===== config.mk =====
export PLATFORM = sky130hd
export DESIGN_NAME = seg7_scan
export DESIGN_NICKNAME = d
export VERILOG_FILES = /design/src/rtl/seg7_pkg.sv /design/src/rtl/bcd_to_seg7.sv /design/src/rtl/seg7_scan.sv
export SDC_FILE = /design/constraint.sdc
export NUM_CORES = 1
export LEC_CHECK = 0
export CAP_MARGIN = 20
export CORE_ASPECT_RATIO = 1.25
export CORE_MARGIN = 10
export CORE_UTILIZATION = 49
export CTS_CLUSTER_DIAMETER = 40
export DETAILED_ROUTE_END_ITERATION = 6
export PLACE_DENSITY = 0.76
export SLEW_MARGIN = 25
export SYNTH_ARGS = -nofsm -noshare
export SYNTH_HDL_FRONTEND = slang
export SYNTH_SLANG_ARGS = --single-unit
export TNS_END_PERCENT = 20

===== constraint.sdc =====
create_clock -name clk -period 1.9 [get_ports clk]
set_input_delay 0.19 -clock clk [delete_from_list [all_inputs] [get_ports clk]]
set_output_delay 0.19 -clock clk [all_outputs]
set_load 0.05 [all_outputs]

===== src/rtl/seg7_pkg.sv =====
// Shared types and constants for the 4-digit seven-segment scanner.
// Segment vectors are active-low and ordered {g,f,e,d,c,b,a}.
package seg7_pkg;

    typedef logic [3:0] digit_t;
    typedef logic [6:0] seg_t;

    localparam seg_t SEG_0     = 7'h40;
    localparam seg_t SEG_1     = 7'h79;
    localparam seg_t SEG_2     = 7'h24;
    localparam seg_t SEG_3     = 7'h30;
    localparam seg_t SEG_4     = 7'h19;
    localparam seg_t SEG_5     = 7'h12;
    localparam seg_t SEG_6     = 7'h02;
    localparam seg_t SEG_7     = 7'h78;
    localparam seg_t SEG_8     = 7'h00;
    localparam seg_t SEG_9     = 7'h10;
    localparam seg_t SEG_DASH  = 7'h3F;
    localparam seg_t SEG_BLANK = 7'h7F;

    localparam logic [3:0] AN_OFF = 4'b1111;

    // Active-low one-hot anode pattern for a digit index; an[0] is the rightmost digit.
    function automatic logic [3:0] an_decode(input logic [1:0] idx);
        logic [3:0] an_v;
        case (idx)
            2'd0:    an_v = 4'b1110;
            2'd1:    an_v = 4'b1101;
            2'd2:    an_v = 4'b1011;
            2'd3:    an_v = 4'b0111;
            default: an_v = AN_OFF;
        endcase
        return an_v;
    endfunction

endpackage


===== src/rtl/bcd_to_seg7.sv =====
// Combinational BCD to active-low seven-segment decoder.
// Codes above 9 render as a dash so a bad digit is visible rather than silent.
module bcd_to_seg7
    import seg7_pkg::*;
(
    input  digit_t digit_i,
    output seg_t   seg_o
);

    // Map each BCD code to its segment pattern; anything out of range is a dash.
    always_comb begin
        seg_o = SEG_DASH;
        case (digit_i)
            4'd0:    seg_o = SEG_0;
            4'd1:    seg_o = SEG_1;
            4'd2:    seg_o = SEG_2;
            4'd3:    seg_o = SEG_3;
            4'd4:    seg_o = SEG_4;
            4'd5:    seg_o = SEG_5;
            4'd6:    seg_o = SEG_6;
            4'd7:    seg_o = SEG_7;
            4'd8:    seg_o = SEG_8;
            4'd9:    seg_o = SEG_9;
            default: seg_o = SEG_DASH;
        endcase
    end

endmodule


===== src/rtl/seg7_scan.sv =====
// Time-multiplexed driver for a 4-digit common-anode seven-segment display.
// Digits are captured into a shadow register on load, then shown one at a
// time for REFRESH_DIV clocks each. Outputs are registered, so they follow
// the index/shadow state one clock later. Optional leading-zero blanking
// turns off segments (but not the anode) of zero digits left of the first
// nonzero digit; the rightmost digit is always shown.
module seg7_scan
    import seg7_pkg::*;
#(
    parameter int unsigned REFRESH_DIV = 50000,
    parameter int          LZB         = 1
) (
    input  logic       clk,
    input  logic       rst,
    input  logic       load,
    input  logic [3:0] bcd3,
    input  logic [3:0] bcd2,
    input  logic [3:0] bcd1,
    input  logic [3:0] bcd0,
    input  logic       blank,
    output logic [3:0] an,
    output logic [6:0] seg
);

    localparam int                 CNT_W    = $clog2(REFRESH_DIV);
    localparam logic [CNT_W-1:0]   CNT_LAST = CNT_W'(REFRESH_DIV - 1);

    logic [CNT_W-1:0] cnt_q, cnt_d;
    logic [1:0]       idx_q, idx_d;
    digit_t [3:0]     shadow_q, shadow_d;
    logic [3:0]       an_q, an_d;
    seg_t             seg_q, seg_d;

    logic             tick_s;
    digit_t           cur_digit_s;
    seg_t             dec_seg_s;
    logic [3:0]       lead_zero_s;
    logic             blank_lead_s;

    // Refresh counter, digit index and shadow capture next-state.
    always_comb begin
        tick_s   = (cnt_q == CNT_LAST);
        cnt_d    = cnt_q;
        idx_d    = idx_q;
        shadow_d = shadow_q;
        if (tick_s) begin
            cnt_d = {CNT_W{1'b0}};
            idx_d = idx_q + 2'd1;
        end else begin
            cnt_d = cnt_q + CNT_W'(1);
            idx_d = idx_q;
        end
        if (load) begin
            shadow_d = {bcd3, bcd2, bcd1, bcd0};
        end else begin
            shadow_d = shadow_q;
        end
    end

    // Select the digit under the current index for the decoder.
    always_comb begin
        cur_digit_s = shadow_q[idx_q];
    end

    bcd_to_seg7 u_dec (
        .digit_i (cur_digit_s),
        .seg_o   (dec_seg_s)
    );

    // Leading-zero detection: a digit blanks only if it and all digits to its
    // left are zero. Invalid codes are nonzero, so they always stop blanking.
    always_comb begin
        lead_zero_s    = 4'b0000;
        lead_zero_s[3] = (shadow_q[3] == 4'h0);
        lead_zero_s[2] = lead_zero_s[3] && (shadow_q[2] == 4'h0);
        lead_zero_s[1] = lead_zero_s[2] && (shadow_q[1] == 4'h0);
        lead_zero_s[0] = 1'b0;
        blank_lead_s   = (LZB != 0) && lead_zero_s[idx_q];
    end

    // Output next-state: global blank wins, then leading-zero blank, then the decoded digit.
    always_comb begin
        an_d  = AN_OFF;
        seg_d = SEG_BLANK;
        if (blank) begin
            an_d  = AN_OFF;
            seg_d = SEG_BLANK;
        end else begin
            an_d = an_decode(idx_q);
            if (blank_lead_s) begin
                seg_d = SEG_BLANK;
            end else begin
                seg_d = dec_seg_s;
            end
        end
    end

    // State and output registers; reset forces display off and clears all state.
    always_ff @(posedge clk or negedge rst) begin
        if (!rst) begin
            cnt_q    <= {CNT_W{1'b0}};
            idx_q    <= 2'd0;
            shadow_q <= {4{4'h0}};
            an_q     <= AN_OFF;
            seg_q    <= SEG_BLANK;
        end else begin
            cnt_q    <= cnt_d;
            idx_q    <= idx_d;
            shadow_q <= shadow_d;
            an_q     <= an_d;
            seg_q    <= seg_d;
        end
    end

    assign an  = an_q;
    assign seg = seg_q;

endmodule


Word-level counts from Yosys, hierarchy flattened. Memory sizes are Yosys's and may differ from the RTL's. Index checks and enable logic that the tools add are counted.

Register bits: 45. Bits in latches: 0. RAM bits: 0. Bits in read-only memories: 112. Input bits: 20. Output and inout port bits: 11. Word-level logic and storage cells: 31. Memories: 1.

$add $sub $neg: 2. Multipliers: 0. Divide/modulo/power cells: 0. Magnitude comparators: 1. Equality and inequality tests: 4. Shift-type cells: 0. Muxes and demuxes: 9. Bitwise operators: 0. Reduce and logical (&&, ||, !) cells: 6.

Memory list: (name not given) (words 16, bits a word 7, rd ports 1, clocked after memory_dff 0, write ports 0, line bcd_to_seg7.sv:13) `case (digit_i)`.

Operator list (number): adder 16 x 1 -> 16 bit, second input constant (1); equality test 16 bit, second input constant (1); 2-to-1 mux 16 bit (1); one-hot mux 4 bit (4 select lines) (1); 2-to-1 mux 7 bit (2); zero test 4 bit (3); binary-select mux 4 bit (select 2 bit) (1); 2-to-1 mux 4 bit (2); equality test 2 bit, second input constant (2); less-than comparator 2 x 3 -> 1 bit, second input constant (1); adder 2 x 1 -> 2 bit, second input constant (1); binary-select mux 1 bit (select 2 bit) (1); equality test 2 x 1 -> 1 bit, second input constant (1); logical AND 1 bit (2); zero test 2 bit (1); 2-to-1 mux 1 bit (1).

Depth between registers and ports, before layout.
Word-level depth: 7. Depth in mapped cells: 8. Depth with buffers taken out: 7.

By module. From an unflattened synthesis, not the netlist that was laid out.

Cell total of the unflattened synthesis: 183. Area total of the unflattened synthesis: 2192.1 µm².

By module, submodules not included: seg7_scan (times used 1, cells an instance 152, area an instance 1961.9 µm², sequential area each 1139.8 µm²); bcd_to_seg7 (times used 1, cells an instance 31, area an instance 230.2 µm², sequential area each 0.0 µm²).

Least setup slack after synthesis. No wires, ideal clock.

Path type: register to register. Start: register idx_q[0]. End: register seg_q[4], in the netlist seg[4]. Setup time: 97 ps. Data arrival time: 1903 ps. Data required time: 1803 ps. Path slack: -99 ps. Stages on the path, launching flop included: 9. Path buffers: 1. Period minus slack after synthesis: 1999 ps. Path through: dfrtp_1 buf_6 mux4_1 inv_1 ha_1 inv_1 mux2_2 o22ai_1 nand3_1.

Cells in the longest elaborated chain, start to end: 5. Elaborated cells between the ends (all ways): 7. Those cells by class: mux: 6; memory: 1.

Ends and longest elaborated chain: from (decl) (line seg7_scan.sv:29) `logic [1:0] idx_q, idx_d;`; from (signal assigned) (line seg7_scan.sv:108) `idx_q <= idx_d;`; binary-select mux 4 bit (select 2 bit) (line seg7_scan.sv:62) `cur_digit_s = shadow_q[idx_q];`; 2-to-1 mux 4 bit (implied by the code) (line seg7_scan.sv:62); memory read (16 x 7 bit); 2-to-1 mux 7 bit (*) (line seg7_scan.sv:90) `if (blank_lead_s) begin`; 2-to-1 mux 7 bit (*) (line seg7_scan.sv:85) `if (blank) begin`; named net seg_d[4] (line seg7_scan.sv:32) `seg_t seg_q, seg_d;`; to (signal assigned) (line seg7_scan.sv:111) `seg_q <= seg_d;`; to (decl) (line seg7_scan.sv:32).

Mark *: on every way through the listed nets, which the timed path passes. The rest lies on a longest branch. The select of a mux whose other input is x is not followed. A chain may end at the register's enable or synchronous reset.

Worst setup path after layout. Ends and elaborated chain as after synthesis.

==> impl_results.md <==
* Synth area leader: dfrtp_1
* Synth top area cells: dfrtp_1 39%, dfstp_2 13%, mux2_2 10%
* Global route overflow at 0
* Die area at 7600 µm²
* Dpl cells at 274
* Io pins at 31
* Switch share at 25.4%
* Final worst setup slack at 0.0774 ns
* Total GRT Usage at 11.4%
* Critical path class: flip-flop to flip-flop
* Share of the synthesized area in the top cell type at 38.6%
* RSZ-0062 raised after global routing: false
* CTS max path bufs at 2
* Num CTS Buffers at 5
* Antenna Diode Count at 0
* CP max stage delay at 0.53 ns
* H-Tree Level Count at 2
* Post-synthesis sequential area ratio at 51.7%
* Final Non-Filler Cells at 287
* Leakage power at 1.15 nW
* Hold violation total from the final report at 0
* Design Power at 2.03 mW
* GPL Wtd Cong at 0.817
* Buf/Inv on CP at 2
* Total Wirelength at 4.03 mm
* Post-DP HPWL at 2.95 mm
* Startpoint Class: flip-flop
* Clock power frac at 31.7%
* Flop2flop setup slack at 0.08 ns
* Clock sinks at 45
* Fin crit share at 95.9%
* Row count at 27
* Worst-Skew Late Latency at 0.30 ns
* Worst-margin pin slew at 0.515 ns
* Worst-path clk slew at 0.08 ns
* Initial antenna violation count at 0
* Sequential share of power at 51.7%
* Net Count, Synth at 214
* Die height at 95.0 µm
* First-pass GRT wire length at 6.85 mm
* Pins Over Slew Limit at 0
* Metal2 WL at 1.96 mm
* CTS tree: yes
* Drt drc at 0
* Cell chosen for the clock root: clkbuf_8
* Pint at 1.51 mW
* Initial Util at 50.2%
* Worst-path maximum fanout at 4
* Share of layout cells above drive strength 1 at 29.7%
* Metal-1 WL at 1.78 mm
* Max Cap Viol at 0
* Slowest CP cell: mux4_2
* Largest delay share family, worst path: multiplexers
* Area growth, synth to finish at 24.6%
* Pre-CTS setup slack at -0.0117 ns
* Run status: completed
* Vias in the first global route at 1465
* Worst reg2reg path endpoint: seg[4]$_DFF_PN1_
* Vias/cell at 5.08
* Vias at 1459
* Max Used Layer: met4
* Final setup fails at 0
* Clock skew at 0.00597 ns
* Fillers at 352
* Slew HR at 65.4%
* Setup TNS at 0 ns
* Origin of the critical flop-to-flop path: idx_q[0]$_DFFE_PN0N_
* Critical Path End Type: flip-flop
* 1st-iter DRT viols at 112
* Synth Area per Inst at 12.0 µm²
* Synth Instances at 183
* Die Wd at 80.0 µm
* IO buf count at 30
* Worst EP required at 2.10 ns
* Arr. time, crit path at 2.03 ns
* Metal3 WL at 227 µm
* Synth Register Bits at 45
* Tightest Hold Check Type: primary input to async pin
* Layout net count at 259
* Distinct cells, synth at 39
* Core area at 4390 µm²
* Drt pass-1 iters at 4
* Largest net degree at the start of global routing at 22
* Syn. warnings at 0
* Fin crit period at 1.82 ns
* Peak Freq at 549 MHz
* Logic gate share of total power at 16.7%
* Synth Cell Area at 2200 µm²
* Avg WL per Cell at 14.0 µm
* P per Cell Area at 740 nW/µm²
* Peak supply drop at 576 µV
* Post-route ant nets at 0
* Worst-path cell chain: mux4_2 -> inv_2 -> ha_2 -> inv_1 -> mux2_2 -> o22ai_2 -> nand3_1
* Switch Pwr at 516 µW
* Reg2Reg Depth at 7
-- registers in the layout, indices dropped and copies added (netlist names) --
register	cells
cnt_q	16
shadow_q	16
seg	7
an	4
idx_q	2
-- worst max path at each step --
stage / slack [ns] / start / cells after the start / to
finish: 0.08 / idx_q[0]$_DFFE_PN0N_ / 7 / seg[4]$_DFF_PN1_
global placement: 0.06 / idx_q[0]$_DFFE_PN0N_ / 7 / seg[4]$_DFF_PN1_
detailed placement: -0.01 / idx_q[0]$_DFFE_PN0N_ / 7 / seg[4]$_DFF_PN1_
CTS: 0.01 / idx_q[0]$_DFFE_PN0N_ / 7 / seg[4]$_DFF_PN1_
floorplan: 0.02 / idx_q[0]$_DFFE_PN0N_ / 8 / seg[4]$_DFF_PN1_
global route: 0.02 / idx_q[0]$_DFFE_PN0N_ / 7 / seg[2]$_DFF_PN1_
-- synth_stat cells, drive strengths merged --
master,n
a21oi,3
a31oi,1
and2,1
and3,2
and4,2
buf,4
clkbuf,4
dfrtp,34
dfstp,11
ha,11
inv,10
mux2,20
mux2i,1
mux4,4
nand2,11
nand2b,3
nand3,9
nand4,4
nor2,15
nor2b,1
nor3,4
nor4,1
nor4b,1
nor4bb,2
o211ai,1
o21ai,4
o21bai,1
o22a,1
o22ai,3
o32ai,1
o41ai,1
or3b,1
or4,2
xnor2,6
xor2,3
-- cells in the final DEF, fill, tap and decap left out, types with 2 or more instances in the layout --
cell type,n
a21oi_1,3
and3_1,2
and4_1,2
buf_4,15
clkbuf_8,7
clkdlybuf4s50_1,29
dfrtp_1,33
dfstp_2,11
ha_1,10
inv_1,8
inv_2,2
mux2_2,20
mux4_2,4
nand2_1,11
nand2b_1,3
nand3_1,9
nand4_1,3
nor2_1,15
nor3_1,4
nor4bb_1,2
o21ai_0,3
o22ai_1,2
or4_1,2
xnor2_1,6
xor2_1,3
-- power groups by stage --
stage          combinational, mW  sequential [mW]  clock, mW
2_1_floorplan              0.137             1.12          0
3_3_place_gp               0.317             1.07          0
3_5_place_dp               0.321             1.07          0
4_1_cts                    0.326             1.05      0.661
5_1_grt                    0.368             1.06      0.717
6_report                   0.338             1.05      0.643
-- kinds of logic after synthesis --
kind of cell	synth area share, %
xor gates and xnor gates	3.58
AOI/OAI and AO/OA	4.94
adders and majority gates	6.25
muxes	15.3
and+or+nand+nor	14.4
DFF	51.7
buffers and inverters	3.86
-- metrics by stage --
stage / instance area, µm² / hold slack, ns / util, %
3_3_place_gp: 2600 / 0.167 / 59.2
4_1_cts: 2720 / 0.383 / 61.9
2_1_floorplan: 2200 / -0.106 / -
6_report: 2750 / 0.380 / 62.5
5_1_grt: 2750 / 0.397 / 62.5
3_5_place_dp: 2600 / 0.164 / 59.2
-- cell type report --
| type | count | area [µm²] | area share, % |
|---|---|---|---|
| Clock inverter | 1 | 5.00 | 0.182 |
| Tap cell | 58 | 72.6 | 2.64 |
| Sequential cell | 45 | 1140 | 41.5 |
| Multi-Input combinational cell | 120 | 976 | 35.5 |
| Inverter | 10 | 37.5 | 1.37 |
| Timing Repair Buffer | 46 | 418 | 15.2 |
| Clock buffer | 7 | 96.3 | 3.51 |
-- repair_timing --
item | 4_1_cts | 5_1_grt
resized for setup | 1 | 4
endpoints found under the setup margin | 1 | 2
hold buffers | 1 | 0
setup buffers | 1 | 3
pin swaps | 0 | 1
hold endpoints to repair | 19 | 0
-- routing by layer --
metal / vias up / GRT usage [%]
met5: - / 0
met4: 0 / 4.41
met3: 6 / 3.99
met2: 35 / 18.6
met1: 689 / 13.4
li1: 729 / -
Note: power is estimated with default switching activity, not from simulation.
==> RTL edit, RTL diff (same flow settings) <==
The output `an` loses its register stage (`an_q` becomes a continuous assignment).
--- a/src/rtl/seg7_scan.sv
+++ b/src/rtl/seg7_scan.sv
@@ -103,3 +103,2 @@
             shadow_q <= {4{4'h0}};
-            an_q     <= AN_OFF;
             seg_q    <= SEG_BLANK;
@@ -109,3 +108,2 @@
             shadow_q <= shadow_d;
-            an_q     <= an_d;
             seg_q    <= seg_d;
@@ -113,2 +111,4 @@
     end
+
+    assign an_q = an_d;
 
Formal check against the unedited RTL: not equivalent (Yosys sat finds a counterexample within 4 cycles, from zero or initial values and one cycle with rst low).
==> RTL edit against the original RTL <==
  * Utilization is 1.4 points higher
  * Final cell count shrank 4.9%
  * Cell area shrank 4.5%
  * Non-clock buffer count is 7 lower
  * Synthesized area is 4.8% lower
  * Critical path depth did not move
  * First-iteration DRC count is 4.5% higher
  * Sequential cell count is 4 lower
  * Total power down 8.7%
  * Sequential share of layout area is 2.0 points lower
  * Routed wire length shrank 1.0%
  * Sequential power shrank 8%
  * Combinational power shrank 2%
  * Worst setup slack improved by 0.010 ns
==> RTL edit: results (changes against the original RTL) <==
Parameter                              Value

Clocking
  Clock-pin transition on the worst setup and hold timing paths ... around 0.07 ns
  Clk Latency, worst-skew pair ... roughly 0.29 ns
  H-tree level count ... 2 (unchanged)
  Root cell of the clock tree ... sky130_fd_sc_hd__clkbuf_8
  Clock buffer depth ... 2 (unchanged)
  TritonCTS Buffers ... 5 (unchanged)

Timing
  Final worst-path cycle share ... 95.4% (-0.54 points)
  Transition time at the pin with the least slew margin ... 0.863 ns (+0.348 ns)
  Final Skew ... 0.00453 ns (-0.00144 ns)

Synthesis
  Xor/xnor share of the synthesized area ... 3.76% (+0.18 points)
  Synth Area in Adders ... 6.56% (+0.31 points)
  Synth cell count leaders ... 34 x sky130_fd_sc_hd__dfrtp_1, 20 x sky130_fd_sc_hd__mux2_2, 15 x sky130_fd_sc_hd__nor2_1
  Count of distinct cell types in the synthesized netlist ... 39 (unchanged)
  Total of warnings raised by yosys ... 0 (unchanged)
  Area contributors post-synth ... sky130_fd_sc_hd__dfrtp_1 41%, sky130_fd_sc_hd__mux2_2 11%, sky130_fd_sc_hd__dfstp_2 8.8%
  Net count after synthesis ... 210 (-1.9%)
  Post-synthesis mux area share ... 16.0% (+0.77 points)
  Share of synthesized registers carrying an async set or reset ... 100% (unchanged)
  Count of flip-flops with a built-in enable after synthesis ... 0 (unchanged)
  Sequential share of the synthesized area ... 49.3% (-2.4 points)
  Area fraction in compound gates after synthesis ... 5.19% (+0.25 points)

Placement
  Setup Slack @ Placement ... -0.0226 ns (-0.0109 ns)
  HPWL reported at the end of detailed placement ... 3.08 mm (+4.3%)
  RD Place Congestion ... 0.830 (+1.7%)
  Number of buffers added on ports ... 30 (unchanged)

Finish
  Final-layout fill cell count ... 347 (-1.4%)
  Ant. Diodes ... 0 (unchanged)
  Layout cells sized above 1 ... 27.2% (-2.5 points)
  Post-layout net count ... 248 (-4.2%)

Power and ir drop
  Reported leakage power ... 1.09 nW (-4.9%)
  Net switching component of the power ... 0.474 mW (-8.2%)
  Worst IR Drop VDD ... 0.585 mV (+1.5%)

Global route
  Initial antenna violation count ... 0 (unchanged)
  Pin count of the biggest net entering global routing ... 42 (+91%)
  GR Util All Layers ... 10.8% (-0.53 points)
  Vias in the first global route ... 1489 (+1.6%)
  First-pass GRT wire length ... 6.57 mm (-4.1%)

Critical path
  Maximum cell stage delay along the critical path ... about 0.54 ns
  R2R setup slack ... roughly 0.088 ns
  CP delay by family, top ... multiplexers
  Startpoint of the worst setup timing path ... idx_q[0]
  Data arrival at the endpoint of the critical path ... 2.01 ns (-0.02 ns)
  Largest fanout on the critical path ... 6 (+2)
  Critical Path Slowest Stage Cell ... sky130_fd_sc_hd__mux4_2

Routing
  WL/cell ... 14.6 um (+4.1%)
  Vias per std cell ... 5.38 (+5.8%)
  1st-pass router iterations ... 4 (unchanged)
  First-iteration detailed-routing DRC count ... 117 (+4.5%)

Floorplanning
  Core Footprint ... 0.00410 mm^2 (-6.7%)

Hold path
  Tightest Hold Check Type ... input port to asynchronous set/reset pin

Outcome
  Result of the run ... finished, final reports clean
RTL edit: changes by cell type in the layout (fill, tap and decap cells not counted), sizes merged:
cell / change
dlygate4sd3: -1
clkinv: -1
dfstp: -4
clkdlybuf4s50: -4
buf: -2
RTL edit: cell type report:
type | count | share of cell area [%]
well taps | 56 | 2.67
clock buffers | 7 | 3.29
repair buffers | 39 | 15.4
flip-flops and latches | 41 | 39.5
inverters | 10 | 1.43
multi-input cells | 120 | 37.7
RTL edit: timing repair:
item,CTS,global route
buffers inserted,0,2
gates resized for setup,1,4
setup endpoints to repair,1,1
RTL edit: final timing paths:
| check | endpoint | depth (start not counted) |
|---|---|---|
| worst min register to register | cnt_q[0] | 1 |
| worst min-delay path | cnt_q[11] | 1 |
| min in group clk | cnt_q[0] | 1 |
| max in group asynchronous | idx_q[0] | 1 |
| worst max register to register | seg[2] | 7 |
| worst max-delay path | seg[2] | 7 |
RTL edit: power by group through the flow:
stage / clock (mW) / combinational (mW) / sequential, mW
2_1_floorplan: 0 / 0.141 / 1.03
6_report: 0.562 / 0.330 / 0.964
4_1_cts: 0.573 / 0.320 / 0.964
3_5_place_dp: 0 / 0.318 / 0.981
5_1_grt: 0.612 / 0.353 / 0.970
3_3_place_gp: 0 / 0.307 / 0.978
RTL edit: layer usage:
layer / routed length [um] / share of wire (%) / track usage, % / vias up
met2: 2050 / 51 / 19.5 / 46
met3: 240 / 6.0 / 3.83 / 5
met1: 1660 / 42 / 11.6 / 714
li1: - / - / - / 704
met4: 36 / 0.90 / 3.29 / 0
met5: 0 / 0 / 0 / -
RTL edit: logic make-up after synthesis:
| kind of cell | after synthesis |
|---|---|
| compound gates | 16 |
| fa+ha+maj | 11 |
| flops | 41 |
| simple gates | 59 |
| xor+xnor | 9 |
| mux | 25 |
| buf+inv | 18 |
RTL edit: metrics by stage:
| stage | cells | utilization [%] | total power [mW] | hold WS, ns | instance area (um^2) |
|---|---|---|---|---|---|
| 2_1_floorplan | 179 | - | 1.17 | -0.106 | 2090 |
| 3_3_place_gp | 264 | 61.0 | 1.28 | 0.339 | 2500 |
| 3_5_place_dp | 264 | 61.0 | 1.30 | 0.355 | 2500 |
| 4_1_cts | 271 | 63.2 | 1.86 | 0.0441 | 2590 |
| 5_1_grt | 273 | 64.0 | 1.94 | 0.0836 | 2620 |
| 6_report | 273 | 64.0 | 1.85 | 0.0104 | 2620 |
